--- src/rtl/debounce_ctrl.sv ---
// Multi-channel input debouncer with a round-robin event arbiter.
// Each channel is synchronized and debounced; changes on enabled channels are queued and presented one at a time.
module debounce_ctrl #(
    parameter int N_CH  = 8,
    parameter int CNT_W = 8,
    localparam int CH_W = (N_CH > 1) ? $clog2(N_CH) : 1
) (
    input  logic             clk,
    input  logic             reset_n,
    input  logic [N_CH-1:0]  din,
    input  logic [N_CH-1:0]  en_mask,
    input  logic [CNT_W-1:0] stable_cnt,
    input  logic             ovf_clr,
    input  logic             evt_ready,
    output logic [N_CH-1:0]  deb_q,
    output logic             evt_valid,
    output logic [CH_W-1:0]  evt_ch,
    output logic             evt_pol,
    output logic [N_CH-1:0]  ovf
);
    localparam logic [0:0]       S_IDLE    = 1'b0;
    localparam logic [0:0]       S_PRESENT = 1'b1;
    localparam logic [CNT_W-1:0] CNT_ONE   = 1;
    localparam logic [N_CH-1:0]  CH_ONE    = 1;
    localparam logic [CH_W-1:0]  CH_LAST   = CH_W'(N_CH - 1);
    localparam logic [CH_W-1:0]  CH_INC    = 1;

    logic [N_CH-1:0]  r_sync1;
    logic [N_CH-1:0]  r_sync2;
    logic [N_CH-1:0]  r_deb;
    logic [N_CH-1:0]  r_pend;
    logic [N_CH-1:0]  r_ppol;
    logic [N_CH-1:0]  r_ovf;
    logic [CNT_W-1:0] r_cnt [N_CH];
    logic [0:0]       r_state;
    logic [CH_W-1:0]  r_rr_ptr;
    logic [CH_W-1:0]  r_evt_ch;
    logic             r_evt_pol;

    logic [CNT_W-1:0] w_eff_m1;
    logic [CNT_W-1:0] w_cnt_next [N_CH];
    logic [N_CH-1:0]  w_chg;
    logic [N_CH-1:0]  w_new;
    logic [N_CH-1:0]  w_pend_next;
    logic [N_CH-1:0]  w_ppol_next;
    logic [N_CH-1:0]  w_ovf_next;
    logic [N_CH-1:0]  w_lo_mask;
    logic [N_CH-1:0]  w_hi_pend;
    logic [N_CH-1:0]  w_gnt_vec;
    logic [CH_W-1:0]  w_gnt_idx;
    logic [CH_W-1:0]  w_rr_next;
    logic             w_gnt;

    // A threshold of zero is treated as one cycle of stability.
    assign w_eff_m1 = (stable_cnt == '0) ? '0 : stable_cnt - CNT_ONE;

    genvar gi;
    generate
        for (gi = 0; gi < N_CH; gi++) begin : g_ch
            assign w_chg[gi]       = (r_sync2[gi] != r_deb[gi]) && (r_cnt[gi] == w_eff_m1);
            assign w_cnt_next[gi]  = ((r_sync2[gi] == r_deb[gi]) || w_chg[gi]) ? '0 : r_cnt[gi] + CNT_ONE;
            assign w_new[gi]       = w_chg[gi] & en_mask[gi];
            // A fresh change beats a same-cycle grant, so the channel stays pending without overflow.
            assign w_pend_next[gi] = en_mask[gi] & (w_new[gi] | (r_pend[gi] & ~w_gnt_vec[gi]));
            assign w_ppol_next[gi] = w_new[gi] ? r_sync2[gi] : r_ppol[gi];
            assign w_ovf_next[gi]  = (r_ovf[gi] & ~ovf_clr) | (w_new[gi] & r_pend[gi] & ~w_gnt_vec[gi]);
        end
    endgenerate

    function automatic logic [CH_W-1:0] lowest_set(input logic [N_CH-1:0] v);
        logic [CH_W-1:0] idx;
        idx = '0;
        for (int i = N_CH - 1; i >= 0; i--) begin
            if (v[i]) idx = CH_W'(i);
        end
        return idx;
    endfunction

    // Round robin: prefer pending channels at or above rr_ptr, otherwise wrap to the lowest.
    assign w_lo_mask = (CH_ONE << r_rr_ptr) - CH_ONE;
    assign w_hi_pend = r_pend & ~w_lo_mask;
    assign w_gnt_idx = (|w_hi_pend) ? lowest_set(w_hi_pend) : lowest_set(r_pend);
    assign w_gnt     = (r_state == S_IDLE) && (|r_pend);
    assign w_gnt_vec = w_gnt ? (CH_ONE << w_gnt_idx) : '0;
    assign w_rr_next = (r_evt_ch == CH_LAST) ? '0 : r_evt_ch + CH_INC;

    always_ff @(posedge clk or negedge reset_n) begin
        if (!reset_n) begin
            r_sync1 <= '0;
            r_sync2 <= '0;
            r_deb   <= '0;
            r_pend  <= '0;
            r_ppol  <= '0;
            r_ovf   <= '0;
            for (int i = 0; i < N_CH; i++) r_cnt[i] <= '0;
        end else begin
            r_sync1 <= din;
            r_sync2 <= r_sync1;
            r_deb   <= r_deb ^ w_chg;
            r_pend  <= w_pend_next;
            r_ppol  <= w_ppol_next;
            r_ovf   <= w_ovf_next;
            for (int i = 0; i < N_CH; i++) r_cnt[i] <= w_cnt_next[i];
        end
    end

    always_ff @(posedge clk or negedge reset_n) begin
        if (!reset_n) begin
            r_state   <= S_IDLE;
            r_rr_ptr  <= '0;
            r_evt_ch  <= '0;
            r_evt_pol <= 1'b0;
        end else begin
            case (r_state)
                S_IDLE: begin
                    if (w_gnt) begin
                        r_evt_ch  <= w_gnt_idx;
                        r_evt_pol <= r_ppol[w_gnt_idx];
                        r_state   <= S_PRESENT;
                    end
                end
                S_PRESENT: begin
                    if (evt_ready) begin
                        r_rr_ptr <= w_rr_next;
                        r_state  <= S_IDLE;
                    end
                end
                default: r_state <= S_IDLE;
            endcase
        end
    end

    assign deb_q     = r_deb;
    assign ovf       = r_ovf;
    assign evt_valid = (r_state == S_PRESENT);
    assign evt_ch    = r_evt_ch;
    assign evt_pol   = r_evt_pol;
endmodule
--- config.mk ---
export PLATFORM = sky130hd
export DESIGN_NAME = debounce_ctrl
export DESIGN_NICKNAME = d
export VERILOG_FILES = /design/src/rtl/debounce_ctrl.sv
export SDC_FILE = /design/constraint.sdc
export NUM_CORES = 1
export LEC_CHECK = 0
export ABC_AREA = 1
export CORE_MARGIN = 4
export CORE_UTILIZATION = 30
export CTS_BUF_LIST = sky130_fd_sc_hd__clkbuf_4 sky130_fd_sc_hd__clkbuf_8 sky130_fd_sc_hd__clkbuf_16
export DETAILED_ROUTE_END_ITERATION = 7
export RECOVER_POWER = 25
export SYNTH_ARGS = -nofsm -noshare
export SYNTH_HDL_FRONTEND = slang
export SYNTH_SLANG_ARGS = --single-unit
--- constraint.sdc ---
create_clock -name clk -period 2 [get_ports clk]
set_clock_uncertainty 0.05 [all_clocks]
set_input_delay 0.4 -clock clk [delete_from_list [all_inputs] [get_ports clk]]
set_output_delay 0.4 -clock clk [all_outputs]
set_load 0.05 [all_outputs]
== Yosys cells after proc, flatten, opt, wreduce, memory -nomap -nowiden ==
Index checks and enable logic that the tools add are counted.

* Bits in registers: 120
* Bits in latches: 0
* RAM bits: 0
* Memory bits (read-only): 0
* Input port bits: 28
* Memories: 0

* Add/sub/neg operators: 11
* Multipliers: 0
* Div/mod/pow operators: 0
* Magnitude comparators: 1
* Equality and inequality tests: 25
* Shifts and indexed selects: 2
* Muxes and demuxes: 33
* Bitwise operators: 77
* Reductions and logical operators: 22

{| class="wikitable"
|+ Operator list
! cell !! number
|-
| 2-to-1 mux 8 bit || 10
|-
| adder 8 x 1 -> 8 bit, second input constant || 8
|-
| equality test 8 bit || 8
|-
| 2-to-1 mux 3 bit || 18
|-
| AND 1 bit || 48
|-
| bitwise OR 1 bit || 16
|-
| OR reduction 8 bit || 2
|-
| left shift 1 x 3 -> 8 bit, first input constant || 2
|-
| subtractor 8 x 1 -> 8 bit, second input constant || 2
|-
| NOT 1 bit || 10
|-
| logical AND 1 bit || 9
|-
| AND 8 bit || 1
|-
| equality test 1 bit || 8
|-
| zero test 8 bit || 1
|-
| logical OR 1 bit || 8
|-
| inequality test 1 bit || 8
|-
| NOT 8 bit || 1
|-
| bitwise XOR 8 bit || 1
|-
| less-than comparator 3 x 4 -> 1 bit, second input constant || 1
|-
| AND reduction 2 bit || 2
|-
| adder 3 x 1 -> 3 bit, second input constant || 1
|-
| binary-select mux 1 bit (select 3 bit) || 1
|-
| equality test 3 bit, second input constant || 1
|-
| 2-to-1 mux 1 bit || 3
|-
| one-hot mux 1 bit (2 select lines) || 1
|}

== Longest topological paths before layout ==
* Word-level depth: 19
* Depth in mapped cells: 17
* Depth with buffers taken out: 17

== Least setup slack after synthesis ==
No wires, ideal clock.

* Kind: in2reg
* Start: in stable_cnt[1]
* End: reg r_cnt[0] in the netlist's numbering
* Library setup time: 121 ps
* Arrival time: 1897 ps
* Required time: 1829 ps
* Setup slack: -68 ps
* Stages: 14
* Path buffers: 0
* Cell sequence: inv_1 -> ha_1 -> nand2_1 -> nor2_2 -> nand2_2 -> nand3_1 -> nand2_4 -> xor2_1 -> nor2_1 -> nand3_1 -> nor2_2 -> inv_2 -> nand2_2 -> nor2_1

{| class="wikitable"
|+ RTL lines
! what !! RTL line !! source
|-
| from (decl) || 12 || <nowiki>input logic [CNT_W-1:0] stable_cnt,</nowiki>
|-
| to (decl) || 34 || <nowiki>logic [CNT_W-1:0] r_cnt [N_CH];</nowiki>
|}

== Final worst setup path ==
* Start: in stable_cnt[1]
* End: reg r_ppol[3]

* Longest elaborated chain between the ends: 5
* Elaborated cells between the ends (all ways): 6
* Those cells by class: add/sub (1); eq/ne (1); mux (1); bitwise (1); reduce/logical (2)

{| class="wikitable"
|+ Ends and longest elaborated chain
! what !! RTL line !! source
|-
| subtractor 8 x 1 -> 8 bit / zero test 8 bit (equally long branches) || 55 || <nowiki>assign w_eff_m1 = (stable_cnt == '0) ? '0 : stable_cnt - CNT_ONE;</nowiki>
|-
| 2-to-1 mux 8 bit (*) || 55 ||
|-
| equality test 8 bit (*) || 60 || <nowiki>assign w_chg[gi] = (r_sync2[gi] != r_deb[gi]) && (r_cnt[gi] == w_eff_m1);</nowiki>
|-
| logical AND 1 bit (*) || 60 ||
|-
| AND 1 bit (*) || 62 || <nowiki>assign w_new[gi] = w_chg[gi] & en_mask[gi];</nowiki>
|-
| to (signal assigned) || 101 || <nowiki>r_ppol <= w_ppol_next;</nowiki>
|-
| to (decl) || 32 || <nowiki>logic [N_CH-1:0] r_ppol;</nowiki>
|}

Mark *: on every way between the ends. The rest lies on a longest branch, timed or not.
A chain may end at the register's enable or synchronous reset.

==> results.sh <==
export IMPL_endpoint_kind="flop"
export IMPL_synth_cell_types=36
export IMPL_yosys_top_cells_area="dfrtp_1 (45%), nand2_1 (13%), inv_1 (6.4%), nor2_1 (6.3%), xor2_1 (5.7%)"
export IMPL_synth_cells=872
export IMPL_grt_usage_pct=14.8
export IMPL_grt_ovfl_total=0
export IMPL_grt_pass1_vias=6045
export IMPL_clk_latency_ps=420
export IMPL_hold_class="flop to flop"
export IMPL_yosys_warnings=0
export IMPL_cp_max_fo=4
export IMPL_synth_top_family_by_area="simple AND/OR/NAND/NOR gates"
export IMPL_antenna_left=0
export IMPL_hold_viol=0
export IMPL_grt_max_degree=72
export IMPL_core_sq_mm=0.0219
export IMPL_rsz0062_at_grt="yes"
export IMPL_gp_congestion=0.862
export IMPL_fin_cells=1309
export IMPL_synthMuxAreaShare_pct=0
export IMPL_cts_sinks=120
export IMPL_startpoint_type="primary input"
export IMPL_clk_pin_slew_ps=50
export IMPL_final_period_utilization_pct=99.0
export IMPL_synth_top_area_cell="dfrtp_1"
export IMPL_fin_crit_ps=1980
export IMPL_fmax_ghz=0.505
export IMPL_synth_compound_area_share_pct=4.34
export IMPL_ys_seq_area_share_pct=44.7
export IMPL_setup_viol=0
export IMPL_peakVddDrop_mv=0.471
export IMPL_ys_seq_elements=120
export IMPL_wl_microns=17700
export IMPL_drive_above_1_share_pct=26.3
export IMPL_cts_tree="done"
export IMPL_synth_area_per_cell_sq_um=7.70
export IMPL_slew_violations=0
export IMPL_diodes=0
export IMPL_layout_nets=1056
export IMPL_drt_iter0_markers=256
export IMPL_synth_xor_area_share_pct=7.18
export IMPL_status="completed"
export IMPL_start_util_pct=30.7
export IMPL_avgViaCountPerCell=4.63
export IMPL_syn_to_final_growth_pct=38.4
export IMPL_grt_pass1_wl_microns=29000
export IMPL_cts_buffers=17
export IMPL_synth_nets=911
export IMPL_antenna_found_initial=0
export IMPL_synth_simple_area_share_pct=34.8
export IMPL_dp_cells=1257
export IMPL_crit_arrival_ps=2230
export IMPL_hpwl_microns=12600
export IMPL_routedWlPerCell_microns=13.5
export IMPL_crit_required_ps=2250
export IMPL_num_rows=54
export IMPL_die_y_microns=158
export IMPL_die_area_sq_mm=0.0248
export IMPL_critPathKind="primary input to flop"
export IMPL_synth_top_cell_area_share_pct=44.7
export IMPL_leakage_nw=4.40
export IMPL_vias=6062
export IMPL_io_buffers=48
export IMPL_worst_pin_slew_ps=1130
export IMPL_die_w_microns=158
export IMPL_first_pass_iters=5
export IMPL_cellPowerDensity_mw_per_mm2=913
export IMPL_synth_edff_count=0
export IMPL_cts_max_path_buffers=2
export IMPL_cts_max_level=4
export IMPL_io_pins=49
export IMPL_async_flop_share_pct=100
export IMPL_netlist_area_sq_mm=0.00671
export IMPL_cts_root_buf="clkbuf_16"
export IMPL_synthFlopType="dfrtp_1"
export IMPL_synth_fa_ha_area_share_pct=2.05
export IMPL_rrSetupSlack_ps=100
export IMPL_holdWs_ps=296
export IMPL_cap_violations=0
export IMPL_drc_errors=0
export IMPL_relSlewSlack_pct=24.5
==> cell usage after synthesis, types with 12 or more instances <==
cell type,count
nor3b_1,12
a21oi_1,12
nor3_1,19
nand3_1,49
o21ai_0,23
nand4_1,28
o21ai_1,17
inv_1,114
nand2_1,234
xor2_1,44
nand2_2,12
dfrtp_1,120
nor2_1,113
==> per-stage QoR <==
stage	setup TNS (ps)	area (sq um)	setup slack [ps]	total power, mW	utilization [%]
2_1_floorplan	0	6730	4.22	4.38	-
3_3_place_gp	-68580	8020	-824	5.10	36.7
3_5_place_dp	-70680	8020	-870	5.13	36.7
4_1_cts	0	8930	3.45	8.39	40.8
5_1_grt	-537	9290	-78.9	8.99	42.4
6_report	0	9290	20.2	8.48	42.4
==> worst paths after layout <==
kind                                         startpoint                 endpoint  depth (start not counted)
worst max-delay path                      stable_cnt[1]    r_ppol[3]$_DFFE_PN0P_                         16
worst min-delay path               r_sync1[1]$_DFF_PN0_     r_sync2[1]$_DFF_PN0_                          0
worst max register to register  r_rr_ptr[1]$_DFFE_PN0P_      evt_pol$_DFFE_PN0P_                         13
worst min register to register     r_sync1[1]$_DFF_PN0_     r_sync2[1]$_DFF_PN0_                          0
max in group asynchronous                       reset_n      r_cnt[36]$_DFF_PN0_                          3
min in group asynchronous                       reset_n  r_rr_ptr[1]$_DFFE_PN0P_                          3
==> registers in the layout (all words and copies together) (netlist names), named ones only <==
name       flops
r_cnt         64
r_sync1        8
r_sync2        8
r_rr_ptr       3
evt_valid      1
r_ppol         8
evt_pol        1
ovf            8
r_pend         8
evt_ch         3
==> cell usage in the layout, fill, tap and decap left out, types with 9 or more instances in the layout <==
cell,count
nand2_1,207
inv_1,106
clkdlybuf4s50_1,10
xor2_1,39
clkbuf_16,17
nor2_2,19
nor3_1,19
nand2_4,9
ha_1,10
nand2_2,29
nor3b_1,10
nor2_4,14
o21ai_1,18
nand4_1,28
dlygate4sd3_1,9
nand3_2,14
nor2_1,92
nand3_1,33
xnor2_1,10
o21ai_0,19
a21oi_1,9
buf_6,12
inv_2,11
dfrtp_1,116
buf_4,78
==> per-layer routing <==
layer | vias up | track usage, % | routed length [microns]
met5 | - | 0 | 0
li1 | 3057 | - | -
met1 | 2866 | 19.0 | 8030
met3 | 33 | 4.07 | 638
met2 | 106 | 24.1 | 8590
met4 | 0 | 5.28 | 450
==> report_power, final <==
group / internal [mW] / switching [mW]
Sequential: 2.74 / 0.355
Combinational: 0.814 / 1.41
Clock: 1.98 / 1.18
==> critical path: stages <==
cell     delay, ps
buf_6           90
inv_4           50
ha_4           170
nand2_4         60
nor2_4         130
nand2_4         70
nor2_4         170
nor2_4          70
buf_12         140
buf_6          120
nand2_2         40
nand4_1        100
nor2_2         170
nand4_1        230
nand2_1        150
o21ai_2         60
==> logic make-up (layout without fill, tap and decap cells) <==
logic type,Yosys count,count (layout)
flops,120,120
compound gates,56,56
xor+xnor,55,55
fa+ha+maj,11,11
simple gates,507,507
buf+inv,123,280
==> what timing repair did <==
action,4_1_cts,5_1_grt
buffers inserted,13,9
setup endpoints to repair,102,97
hold endpoints to repair,120,0
pin swaps,33,64
resized for setup,63,109
hold buffers,1,0
==> layout make-up <==
type,instances,area [sq um]
clock inverter,13,173
multi-input combinational,629,3750
timing repair buffer,127,1110
inverter,122,470
clock buffer,18,433
sequential,120,3010
fill,2180,12600
tap,280,350
Power figures use the tool's default switching activity.
